## config.mk

```make
export PLATFORM = sky130hd
export DESIGN_NAME = spim_shift
export DESIGN_NICKNAME = d
export VERILOG_FILES = /design/src/rtl/spim_shift.sv
export SDC_FILE = /design/constraint.sdc
export NUM_CORES = 1
export LEC_CHECK = 0
export CORE_MARGIN = 10
export CORE_UTILIZATION = 60
export CTS_BUF_LIST = sky130_fd_sc_hd__clkbuf_4 sky130_fd_sc_hd__clkbuf_8
export DETAILED_ROUTE_END_ITERATION = 10
export HOLD_SLACK_MARGIN = 0.15
export PLACE_DENSITY = 0.94
export SLEW_MARGIN = 30
export SYNTH_ARGS = -nofsm -noshare
export SYNTH_HDL_FRONTEND = slang
export SYNTH_SLANG_ARGS = --single-unit
```

## constraint.sdc

```tcl
create_clock -name clk -period 5.2 [get_ports clk]
set_input_delay 1.04 -clock clk [delete_from_list [all_inputs] [get_ports clk]]
set_output_delay 1.04 -clock clk [all_outputs]
set_load 0.03 [all_outputs]
```

## src/rtl/spim_shift.sv

```systemverilog
// Byte-level SPI shift engine: one write/read/dummy op per start, 1/2/4 lines, programmable mode and divider.
// Optional `define SPIM_SHIFT_LSBF_EN enables the LSB-first (i_lsbf) bit-order reversal.
module spim_shift (
  input  logic       clk,
  input  logic       rst_n,
  input  logic       i_clr_n,
  input  logic [1:0] i_ckmod,
  input  logic [7:0] i_ckdiv,
  input  logic       i_lsbf,
  input  logic [1:0] i_boper,
  input  logic [1:0] i_bmode,
  input  logic [7:0] i_tbyte,
  input  logic [4:0] i_dummy,
  output logic [7:0] o_rbyte,
  output logic       o_bdone,
  output logic       o_busy,
  output logic       o_spi_ck,
  input  logic [3:0] i_spi_di,
  output logic [3:0] o_spi_do,
  output logic [3:0] o_spi_oe
);

  localparam logic [1:0] S_IDLE  = 2'd0;
  localparam logic [1:0] S_SHIFT = 2'd1;
  localparam logic [1:0] S_DONE  = 2'd2;

  localparam logic [1:0] OP_NONE  = 2'd0;
  localparam logic [1:0] OP_WRITE = 2'd1;
  localparam logic [1:0] OP_READ  = 2'd2;
  localparam logic [1:0] OP_DUMMY = 2'd3;

  localparam logic [1:0] M_SINGLE = 2'd1;
  localparam logic [1:0] M_DUAL   = 2'd2;
  localparam logic [1:0] M_QUAD   = 2'd3;

  function automatic logic [3:0] f_tx_bits(input logic [7:0] sh, input logic [1:0] mode);
    case (mode)
      M_QUAD:  return sh[7:4];
      M_DUAL:  return {2'b00, sh[7:6]};
      default: return {3'b000, sh[7]};
    endcase
  endfunction

  function automatic logic [7:0] f_tx_shift(input logic [7:0] sh, input logic [1:0] mode);
    case (mode)
      M_QUAD:  return {sh[3:0], 4'h0};
      M_DUAL:  return {sh[5:0], 2'b00};
      default: return {sh[6:0], 1'b0};
    endcase
  endfunction

  function automatic logic [7:0] f_rx_shift(input logic [7:0] rx, input logic [3:0] di,
                                            input logic [1:0] mode);
    case (mode)
      M_QUAD:  return {rx[3:0], di};
      M_DUAL:  return {rx[5:0], di[1:0]};
      default: return {rx[6:0], di[1]};
    endcase
  endfunction

  function automatic logic [3:0] f_oe_write(input logic [1:0] mode);
    case (mode)
      M_QUAD:  return 4'b1111;
      M_DUAL:  return 4'b0011;
      default: return 4'b0001;
    endcase
  endfunction

`ifdef SPIM_SHIFT_LSBF_EN
  // LSB-first reverses the order of k-bit groups, keeping each group's internal order.
  function automatic logic [7:0] f_grp_rev(input logic [7:0] b, input logic [1:0] mode);
    case (mode)
      M_QUAD:  return {b[3:0], b[7:4]};
      M_DUAL:  return {b[1:0], b[3:2], b[5:4], b[7:6]};
      default: return {b[0], b[1], b[2], b[3], b[4], b[5], b[6], b[7]};
    endcase
  endfunction
`endif

  logic [1:0] r_state;
  logic [1:0] r_op;
  logic [1:0] r_mode;
  logic       r_cpha;
  logic [7:0] r_ckdiv;
  logic [7:0] r_cnt;
  logic [5:0] r_tog;
  logic [7:0] r_sh;
  logic [7:0] r_rx;
  logic [7:0] r_rbyte;
  logic       r_bdone;
  logic       r_busy;
  logic       r_spi_ck;
  logic [3:0] r_spi_do;
  logic [3:0] r_spi_oe;
`ifdef SPIM_SHIFT_LSBF_EN
  logic       r_lsbf;
`endif

  logic [1:0] w_mode;
  logic [5:0] w_tog;
  logic [7:0] w_tx;
  logic [7:0] w_rx_final;
  logic       w_lead;
  logic       w_sample;
  logic       w_shift_out;

  assign w_mode = (i_bmode == 2'd0) ? M_SINGLE : i_bmode;

  // NOTE: every signal assigned in always_comb gets a default first so no latch is inferred.
  always_comb begin
    w_tog = 6'd0;
    if (i_boper == OP_DUMMY) begin
      w_tog = {i_dummy, 1'b0};
    end else begin
      case (w_mode)
        M_QUAD:  w_tog = 6'd4;
        M_DUAL:  w_tog = 6'd8;
        default: w_tog = 6'd16;
      endcase
    end
  end

`ifdef SPIM_SHIFT_LSBF_EN
  assign w_tx       = i_lsbf ? f_grp_rev(i_tbyte, w_mode) : i_tbyte;
  assign w_rx_final = r_lsbf ? f_grp_rev(r_rx, r_mode) : r_rx;
`else
  logic w_unused_lsbf;
  assign w_unused_lsbf = i_lsbf;
  assign w_tx          = i_tbyte;
  assign w_rx_final    = r_rx;
`endif

  // Remaining toggle count is even before a leading edge, odd before a trailing edge.
  assign w_lead      = ~r_tog[0];
  assign w_sample    = w_lead ^ r_cpha;
  assign w_shift_out = (r_op == OP_WRITE) &&
                       (r_cpha ? w_lead : (!w_lead && (r_tog != 6'd1)));

  // NOTE: sequential state uses non-blocking assignments so every register samples pre-edge values.
  always_ff @(posedge clk or negedge rst_n) begin
    if (!rst_n) begin
      r_state  <= S_IDLE;
      r_op     <= OP_NONE;
      r_mode   <= M_SINGLE;
      r_cpha   <= 1'b0;
      r_ckdiv  <= 8'd0;
      r_cnt    <= 8'd0;
      r_tog    <= 6'd0;
      r_sh     <= 8'd0;
      r_rx     <= 8'd0;
      r_rbyte  <= 8'd0;
      r_bdone  <= 1'b0;
      r_busy   <= 1'b0;
      r_spi_ck <= 1'b0;
      r_spi_do <= 4'd0;
      r_spi_oe <= 4'd0;
`ifdef SPIM_SHIFT_LSBF_EN
      r_lsbf   <= 1'b0;
`endif
    end else if (!i_clr_n) begin
      r_state  <= S_IDLE;
      r_rbyte  <= 8'd0;
      r_bdone  <= 1'b0;
      r_busy   <= 1'b0;
      r_spi_ck <= i_ckmod[1];
      r_spi_do <= 4'd0;
      r_spi_oe <= 4'd0;
    end else begin
      r_bdone <= 1'b0;
      case (r_state)
        S_IDLE: begin
          r_spi_ck <= i_ckmod[1];
          if (i_boper != OP_NONE) begin
            r_state <= S_SHIFT;
            r_busy  <= 1'b1;
            r_op    <= i_boper;
            r_mode  <= w_mode;
            r_cpha  <= i_ckmod[0];
            r_ckdiv <= i_ckdiv;
            r_cnt   <= i_ckdiv;
            r_tog   <= w_tog;
            r_rx    <= 8'd0;
`ifdef SPIM_SHIFT_LSBF_EN
            r_lsbf  <= i_lsbf;
`endif
            case (i_boper)
              OP_WRITE: begin
                r_spi_oe <= f_oe_write(w_mode);
                if (!i_ckmod[0]) begin
                  r_spi_do <= f_tx_bits(w_tx, w_mode);
                  r_sh     <= f_tx_shift(w_tx, w_mode);
                end else begin
                  r_spi_do <= 4'd0;
                  r_sh     <= w_tx;
                end
              end
              OP_READ: begin
                // Single-line read holds MOSI high while the slave drives MISO.
                r_spi_oe <= (w_mode == M_SINGLE) ? 4'b0001 : 4'b0000;
                r_spi_do <= (w_mode == M_SINGLE) ? 4'b0001 : 4'b0000;
              end
              default: begin
                r_spi_oe <= 4'b0000;
                r_spi_do <= 4'b0000;
              end
            endcase
          end
        end

        S_SHIFT: begin
          if (r_tog == 6'd0) begin
            r_state <= S_DONE;
          end else if (r_cnt == 8'd0) begin
            r_spi_ck <= ~r_spi_ck;
            r_cnt    <= r_ckdiv;
            r_tog    <= r_tog - 6'd1;
            if (w_sample) begin
              r_rx <= f_rx_shift(r_rx, i_spi_di, r_mode);
            end
            if (w_shift_out) begin
              r_spi_do <= f_tx_bits(r_sh, r_mode);
              r_sh     <= f_tx_shift(r_sh, r_mode);
            end
            if (r_tog == 6'd1) begin
              r_state <= S_DONE;
            end
          end else begin
            r_cnt <= r_cnt - 8'd1;
          end
        end

        S_DONE: begin
          r_state <= S_IDLE;
          r_busy  <= 1'b0;
          r_bdone <= 1'b1;
          if (r_op == OP_READ) begin
            r_rbyte <= w_rx_final;
          end
          if (r_op != OP_WRITE) begin
            r_spi_oe <= 4'b0000;
          end
        end

        default: begin
          r_state <= S_IDLE;
          r_busy  <= 1'b0;
        end
      endcase
    end
  end

  assign o_rbyte  = r_rbyte;
  assign o_bdone  = r_bdone;
  assign o_busy   = r_busy;
  assign o_spi_ck = r_spi_ck;
  assign o_spi_do = r_spi_do;
  assign o_spi_oe = r_spi_oe;

endmodule
```

==> key figures, run 1 <==
Clocking
  • Root Buffer: clkbuf_8
  • Number of buffers created by CTS: 9
  • Sink Count: 63
  • CTS tree: yes
  • Clock slew at reported path FFs: 0.07 ns
  • Post-CTS Setup Bufs: 0
  • Clk buf depth: 2
  • H-tree Lvls: 3
  • Post-cts sizing count: 0
  • Worst-Skew Late Latency: 0.35 ns
  • Cts-stage hold buffer count: 0

Logic synthesis
  • Largest family of logic cells by synthesized area: simple AND/OR/NAND/NOR gates
  • Post-synthesis cell count: 438
  • Number of flops mapped to enable cells by yosys: 0
  • Post-synthesis sequential area ratio: 40.7%
  • Main synth FF type: dfrtp_1
  • Syn_area_per_cell: 8.84 µm²
  • Synthesized Nets: 482
  • Warnings from Yosys: 0
  • Seq cells post-synth: 63
  • Mapped Area: 0.00387 mm²
  • Mux contribution to synthesized area: 10.0%
  • Synthesized-area fraction occupied by and/or/nand/nor cells: 21.0%
  • Adder-Cell Fraction of Synth Area: 2.91%
  • Complex-gate fraction of the synthesized area: 20.7%
  • Share of flip-flops with an asynchronous set or reset: 100%
  • Netlist cell types: 57
  • Post-Synth XOR/XNOR Area: 0.904%

Placement
  • DP Worst Slack: 1.59 ns
  • IO buf count: 52
  • Post-DP HPWL: 6770 µm
  • Final RePlAce weighted congestion: 0.903
  • Cells after DPL: 544

Run
  • Max_cap viols: 0

Floorplanning
  • Initial Utilization: 61.4%
  • Core area: 0.00631 mm²
  • DIE AREA: 0.0101 mm²
  • Height of the die: 100 µm
  • Cell Rows: 29
  • # IOs: 54
  • Die W: 100 µm

Timing
  • Min Tclk post-route: 3.28 ns
  • Period utilization: 63.1%
  • Setup TNS: 0 ns
  • Max-slew violation count: 0
  • Fin Hold WS: 0.479 ns
  • Fmax achieved: 0.305 GHz
  • Max-slew headroom: 39.6%
  • Worst slew pin tran: 0.903 ns
  • Final hold vios: 0
  • Worst Skew: 0.00701 ns
  • Unrepaired setup endpoints after global routing: no
  • Final worst slack: 1.92 ns
  • Final setup viols: 0

Global routing
  • Total GRT Usage: 19.3%
  • Gr ovfl total: 0
  • Largest net degree at the start of global routing: 39
  • Initial antenna violation count: 0
  • Vias in the first global route: 3417
  • First-pass GRT wire length: 16100 µm

Finish
  • Non-Filler Instances: 560
  • Share of layout cells above drive strength 1: 9.73%
  • Layout area overhead: 19.0%
  • Most frequent cells in the layout: nand2_1 (83), dfrtp_1 (62), clkdlybuf4s50_1 (51)
  • Area of the multi-input gates: 0.00216 mm²
  • Antenna Cells: 0
  • # fillers: 438
  • Storage cell area: 0.00158 mm²
  • Commonest non-fill, non-tap cell in the layout: nand2_1
  • Core Util, Final: 73.0%
  • Final Net Count: 522

Power
  • Peak supply drop: 0.000365 V
  • Total power per unit cell area: 439 mW/mm²
  • Leakage: 1.96 nW

Detailed routing
  • Uppermost layer routed: met4
  • Vias per cell: 6.14
  • Final wirelength: 9600 µm
  • Met2 Wirelength: 4850 µm
  • Vias: 3440
  • Routed met3 length: 569 µm
  • Initial DRC count: 316
  • Initial DRT Pass Iterations: 4
  • Antenna Violating Nets Remaining: 0
  • DRC Markers: 0
  • Routed WL per cell: 17.1 µm
  • Met1 WL: 4010 µm

Critical path
  • CP Launch Type: primary input
  • Crit end category: flip-flop
  • Critical path arrival: 3.52 ns
  • Setup CP Type: primary input to flip-flop
  • CP Max Fanout: 22
  • Req. time, crit path: 5.44 ns

Outcome
  • Outcome: finished, final reports clean

Hold path
  • HP Class: flip-flop to flip-flop
[layer usage]
layer  global-route usage (%)  vias up
li1                         -     1643
met1                     23.2     1670
met2                     32.5      107
met3                     4.67       20
met4                     7.39        0
met5                        0        -
[flip-flops by register name, indices dropped and copies added, names as in the netlist]
register	flops
r_tog	6
r_sh	8
o_bdone	1
r_ckdiv	8
r_rx	8
r_state	2
o_spi_do	4
o_busy	1
r_cnt	8
o_spi_ck	1
r_mode	2
o_rbyte	8
r_cpha	1
o_spi_oe	3
r_op	2
[area by class of cell]
type                            count  share of cell area (%)
Clock inverter                      4                    1.19
Multi-Input combinational cell    340                    46.9
Timing Repair Buffer               54                    11.5
Tap cell                           77                    2.09
Inverter                           10                   0.814
Sequential cell                    63                    34.2
Clock buffer                       12                    3.31
[cells in the mapped netlist (4+ instances only)]
library cell / count / share of area [%]
nand3_1: 15 / 1.9
a21boi_0: 9 / 1.7
nor3_1: 4 / 0.52
ha_1: 9 / 2.9
nor2b_1: 9 / 1.5
mux2_2: 11 / 3.2
buf_2: 8 / 1.0
mux2i_1: 22 / 5.7
inv_1: 10 / 0.97
dfrtp_1: 62 / 40
o21ai_0: 43 / 5.6
or3_1: 4 / 0.65
a21oi_1: 22 / 2.8
nand2b_1: 7 / 1.1
nand2_1: 83 / 8.0
o22ai_1: 7 / 1.1
clkbuf_1: 14 / 1.4
nor2_1: 26 / 2.5
o211ai_1: 4 / 0.78
a211oi_1: 10 / 1.9
[report_power, final]
group          internal [W]  leakage, nW  switching (W)
combinational      0.000347         1.05       0.000403
clock              0.000247        0.104       0.000194
sequential         0.000627        0.810       0.000204
total               0.00122         1.96       0.000802
[final timing paths]
kind	start	end	slack, ns	cells past startpoint
worst min-delay path	r_ckdiv[5]	r_ckdiv[5]	0.48	2
worst max register to register	r_cnt[0]	o_spi_do[0]	2.70	7
max in group asynchronous	rst_n	r_mode[0]	3.61	2
min in group asynchronous	rst_n	r_sh[6]	0.68	1
worst min register to register	r_ckdiv[5]	r_ckdiv[5]	0.48	2
worst max-delay path	i_clr_n	r_sh[4]	1.92	6
[through the flow]
step,total power [W],area [µm²]
after floorplan,0.00136,3870
after detailed placement,0.00156,4400
after CTS,0.00202,4610
final,0.00202,4610
after global routing,0.00215,4610
after global placement,0.00152,4400
[logic make-up (layout without fill, tap and decap cells)]
kind of cell | Yosys count | count (layout)
XOR/XNOR | 4 | 4
AO/OA/AOI/OAI | 121 | 121
multiplexers | 36 | 36
buffers and inverters | 35 | 80
AND/OR/NAND/NOR | 170 | 170
flip-flops | 63 | 63
adder cells (fa/ha/maj) | 9 | 9
[critical path, cell delays in order]
cell	delay, ns
clkdlybuf4s50_1	0.95
nor2b_1	0.45
o211ai_4	0.27
a21oi_4	0.30
o211ai_4	0.19
mux2_2	0.32
No activity file was read; power rests on OpenSTA's default activity.
==> inputs of run 2 (changes only) <==
- CORE_UTILIZATION: 60 -> 57
- PLACE_DENSITY: 0.94 -> 0.91
- clock period: 5.2 -> 3.12 ns (I/O delays scaled with it)
==> run 2 against run 1 <==
  * Clock skew rose by 0.0029 ns
  * Non-clock buffer count grew 7
  * Routed wire length grew 1.9%
  * Cell area grew 0.79%
  * Clock power increased by 63%
  * Sequential share of layout area shrank 0.27 points
  * Count of clock-buffer cells in the layout fell by 3
  * Register-to-register slack got worse by 1.9 ns
  * Combinational power grew 69%
  * Global-route usage is 0.33 points lower
  * Setup slack lost 1.2 ns
  * Critical endpoint is now r_sh[3]
  * Largest cell class unchanged
==> key figures, run 2 (synthesis gave the netlist of run 1 again) <==
Outcome
  • Outcome: finished, final reports clean

Floorplanning
  • Cell Rows: 29 (unchanged)
  • # IOs: 54 (unchanged)
  • DIE AREA: 0.0105 mm² (+4.2%)
  • Initial Utilization: 60.0% (-1.4 points)
  • Core area: 0.00646 mm² (+2.3%)
  • Die W: 102 µm (+2.1%)
  • Height of the die: 102 µm (+2.1%)

Clocking
  • H-tree Lvls: 3 (unchanged)
  • CTS tree: yes
  • Post-cts sizing count: 0 (unchanged)
  • Clk buf depth: 2 (unchanged)
  • Sink Count: 63 (unchanged)
  • Worst-Skew Late Latency: 0.35 ns (about the same)
  • Post-CTS Setup Bufs: 0 (unchanged)
  • Cts-stage hold buffer count: 0 (unchanged)
  • Number of buffers created by CTS: 9 (unchanged)
  • Clock slew at reported path FFs: 0.08 ns (about the same)
  • Root Buffer: clkbuf_8

Timing
  • Min Tclk post-route: 2.42 ns
  • Final setup viols: 0 (unchanged)
  • Worst Skew: 0.00995 ns (+0.00293 ns)
  • Period utilization: 77.7%
  • Final hold vios: 0 (unchanged)
  • Worst slew pin tran: 0.919 ns (+0.0163 ns)
  • Unrepaired setup endpoints after global routing: no
  • Max-slew violation count: 0 (unchanged)
  • Fmax achieved: 0.413 GHz
  • Max-slew headroom: 38.7% (-0.94 points)
  • Fin Hold WS: 0.433 ns (-0.0452 ns)
  • Setup TNS: 0 ns (unchanged)

Global routing
  • First-pass GRT wire length: 16000 µm (-0.90%)
  • Largest net degree at the start of global routing: 64 (+64%)
  • Initial antenna violation count: 0 (unchanged)
  • Total GRT Usage: 19.0% (-0.33 points)
  • Gr ovfl total: 0 (unchanged)
  • Vias in the first global route: 3349 (-2.0%)

Critical path
  • CP max stage delay: 0.53 ns (-0.42 ns)
  • CP Launch Type: primary input
  • Critical-path cell list: clkdlybuf4s50_1, inv_1, ha_1, nand2b_1, o211ai_4, a21oi_4, o211ai_4, mux2_2
  • Slowest CP cell: clkdlybuf4s50_1
  • CP top delay family: compound AO/OA/AOI/OAI gates
  • Worst-case reg-to-reg path depth: 5 (-2)
  • CP Depth: 8 (+2)
  • Most used cell, CP: o211ai_4
  • CP Max Fanout: 14 (-36%)
  • Critical path arrival: 2.66 ns (-0.86 ns)
  • Req. time, crit path: 3.35 ns (-2.09 ns)
  • Crit end category: flip-flop
  • WP buf/inv: 2 (+1)
  • Setup CP Type: primary input to flip-flop

Finish
  • # fillers: 470 (+7.3%)
  • Layout area overhead: 20.0%
  • Commonest non-fill, non-tap cell in the layout: nand2_1
  • Final Net Count: 529 (+1.3%)
  • Most frequent cells in the layout: nand2_1 (83), dfrtp_1 (62), clkdlybuf4s50_1 (51)
  • Core Util, Final: 71.9% (-1.1 points)
  • Antenna Cells: 0 (unchanged)
  • Non-Filler Instances: 567 (+1.3%)
  • Share of layout cells above drive strength 1: 10.8% (+1.1 points)

Power
  • Total power per unit cell area: 728 mW/mm² (+66%)
  • Peak supply drop: 0.000439 V (+20%)
  • Total chip power: 0.00338 W (+67%)
  • Leakage: 1.99 nW (+1.3%)

Detailed routing
  • Antenna Violating Nets Remaining: 0 (unchanged)
  • Final wirelength: 9780 µm (+1.9%)
  • Vias per cell: 6.14 (-0.11%)
  • Routed WL per cell: 17.3 µm (+0.67%)
  • Initial DRC count: 290 (-8.2%)
  • Initial DRT Pass Iterations: 5 (+1)
  • Vias: 3479 (+1.1%)
  • DRC Markers: 0 (unchanged)

Run
  • Max_cap viols: 0 (unchanged)

Hold path
  • HP Class: primary input to async pin

Placement
  • IO buf count: 52 (unchanged)
  • Post-DP HPWL: 7070 µm (+4.4%)
  • Final RePlAce weighted congestion: 0.909 (+0.61%)
  • Cells after DPL: 551 (+1.3%)
[run 2: changes by cell type in the layout (fill, tap and decap cells not counted)]
| cell | delta |
|---|---|
| buf_4 | +7 |
| clkbuf_4 | -2 |
| clkinv_2 | +2 |
| clkbuf_8 | -1 |
| clkinv_4 | -1 |
| clkinvlp_4 | +1 |
| inv_6 | +1 |
| nor3_1 | +1 |
| nor3_2 | -1 |
[run 2: per-layer routing]
metal / GRT usage [%] / routed length (µm)
met5: 0 / 0
met4: 9.11 / 207
met3: 3.10 / 723
met2: 31.1 / 4850
met1: 23.8 / 4010
[run 2: report_power, final]
group / switching (W) / internal [W] / leakage (nW)
Clock: 0.000347 / 0.000370 / 0.0956
Sequential: 0.000347 / 0.00105 / 0.810
Combinational: 0.000679 / 0.000596 / 1.08
Total: 0.00137 / 0.00201 / 1.99
[run 2: layout make-up]
class	count	area, µm²	area share (%)
Clock inverter	7	72.6	1.56
Clock buffer	9	124	2.67
Multi-Input combinational cell	340	2160	46.4
Timing Repair Buffer	61	583	12.5
Inverter	10	37.5	0.808
Tap cell	77	96.3	2.07
Sequential cell	63	1580	34.0
[run 2: path summary, 6_finish.rpt]
check                             endpoint  startpoint  slack [ns]
max in group asynchronous       o_rbyte[0]       rst_n        2.17
worst max register to register     r_sh[3]    r_tog[3]        0.82
worst max-delay path               r_sh[3]  i_boper[0]        0.70
worst min-delay path            o_rbyte[5]       rst_n        0.43
worst min register to register  r_ckdiv[2]  r_ckdiv[2]        0.49
min in group clk                r_ckdiv[2]  r_ckdiv[2]        0.49
[run 2: per-stage QoR]
stage / setup WS, ns / area [µm²]
after detailed placement: 0.350 / 4450
after global placement: 0.406 / 4450
after CTS: 0.705 / 4640
after global routing: 0.574 / 4650
after floorplan: 1.02 / 3870
final: 0.697 / 4650
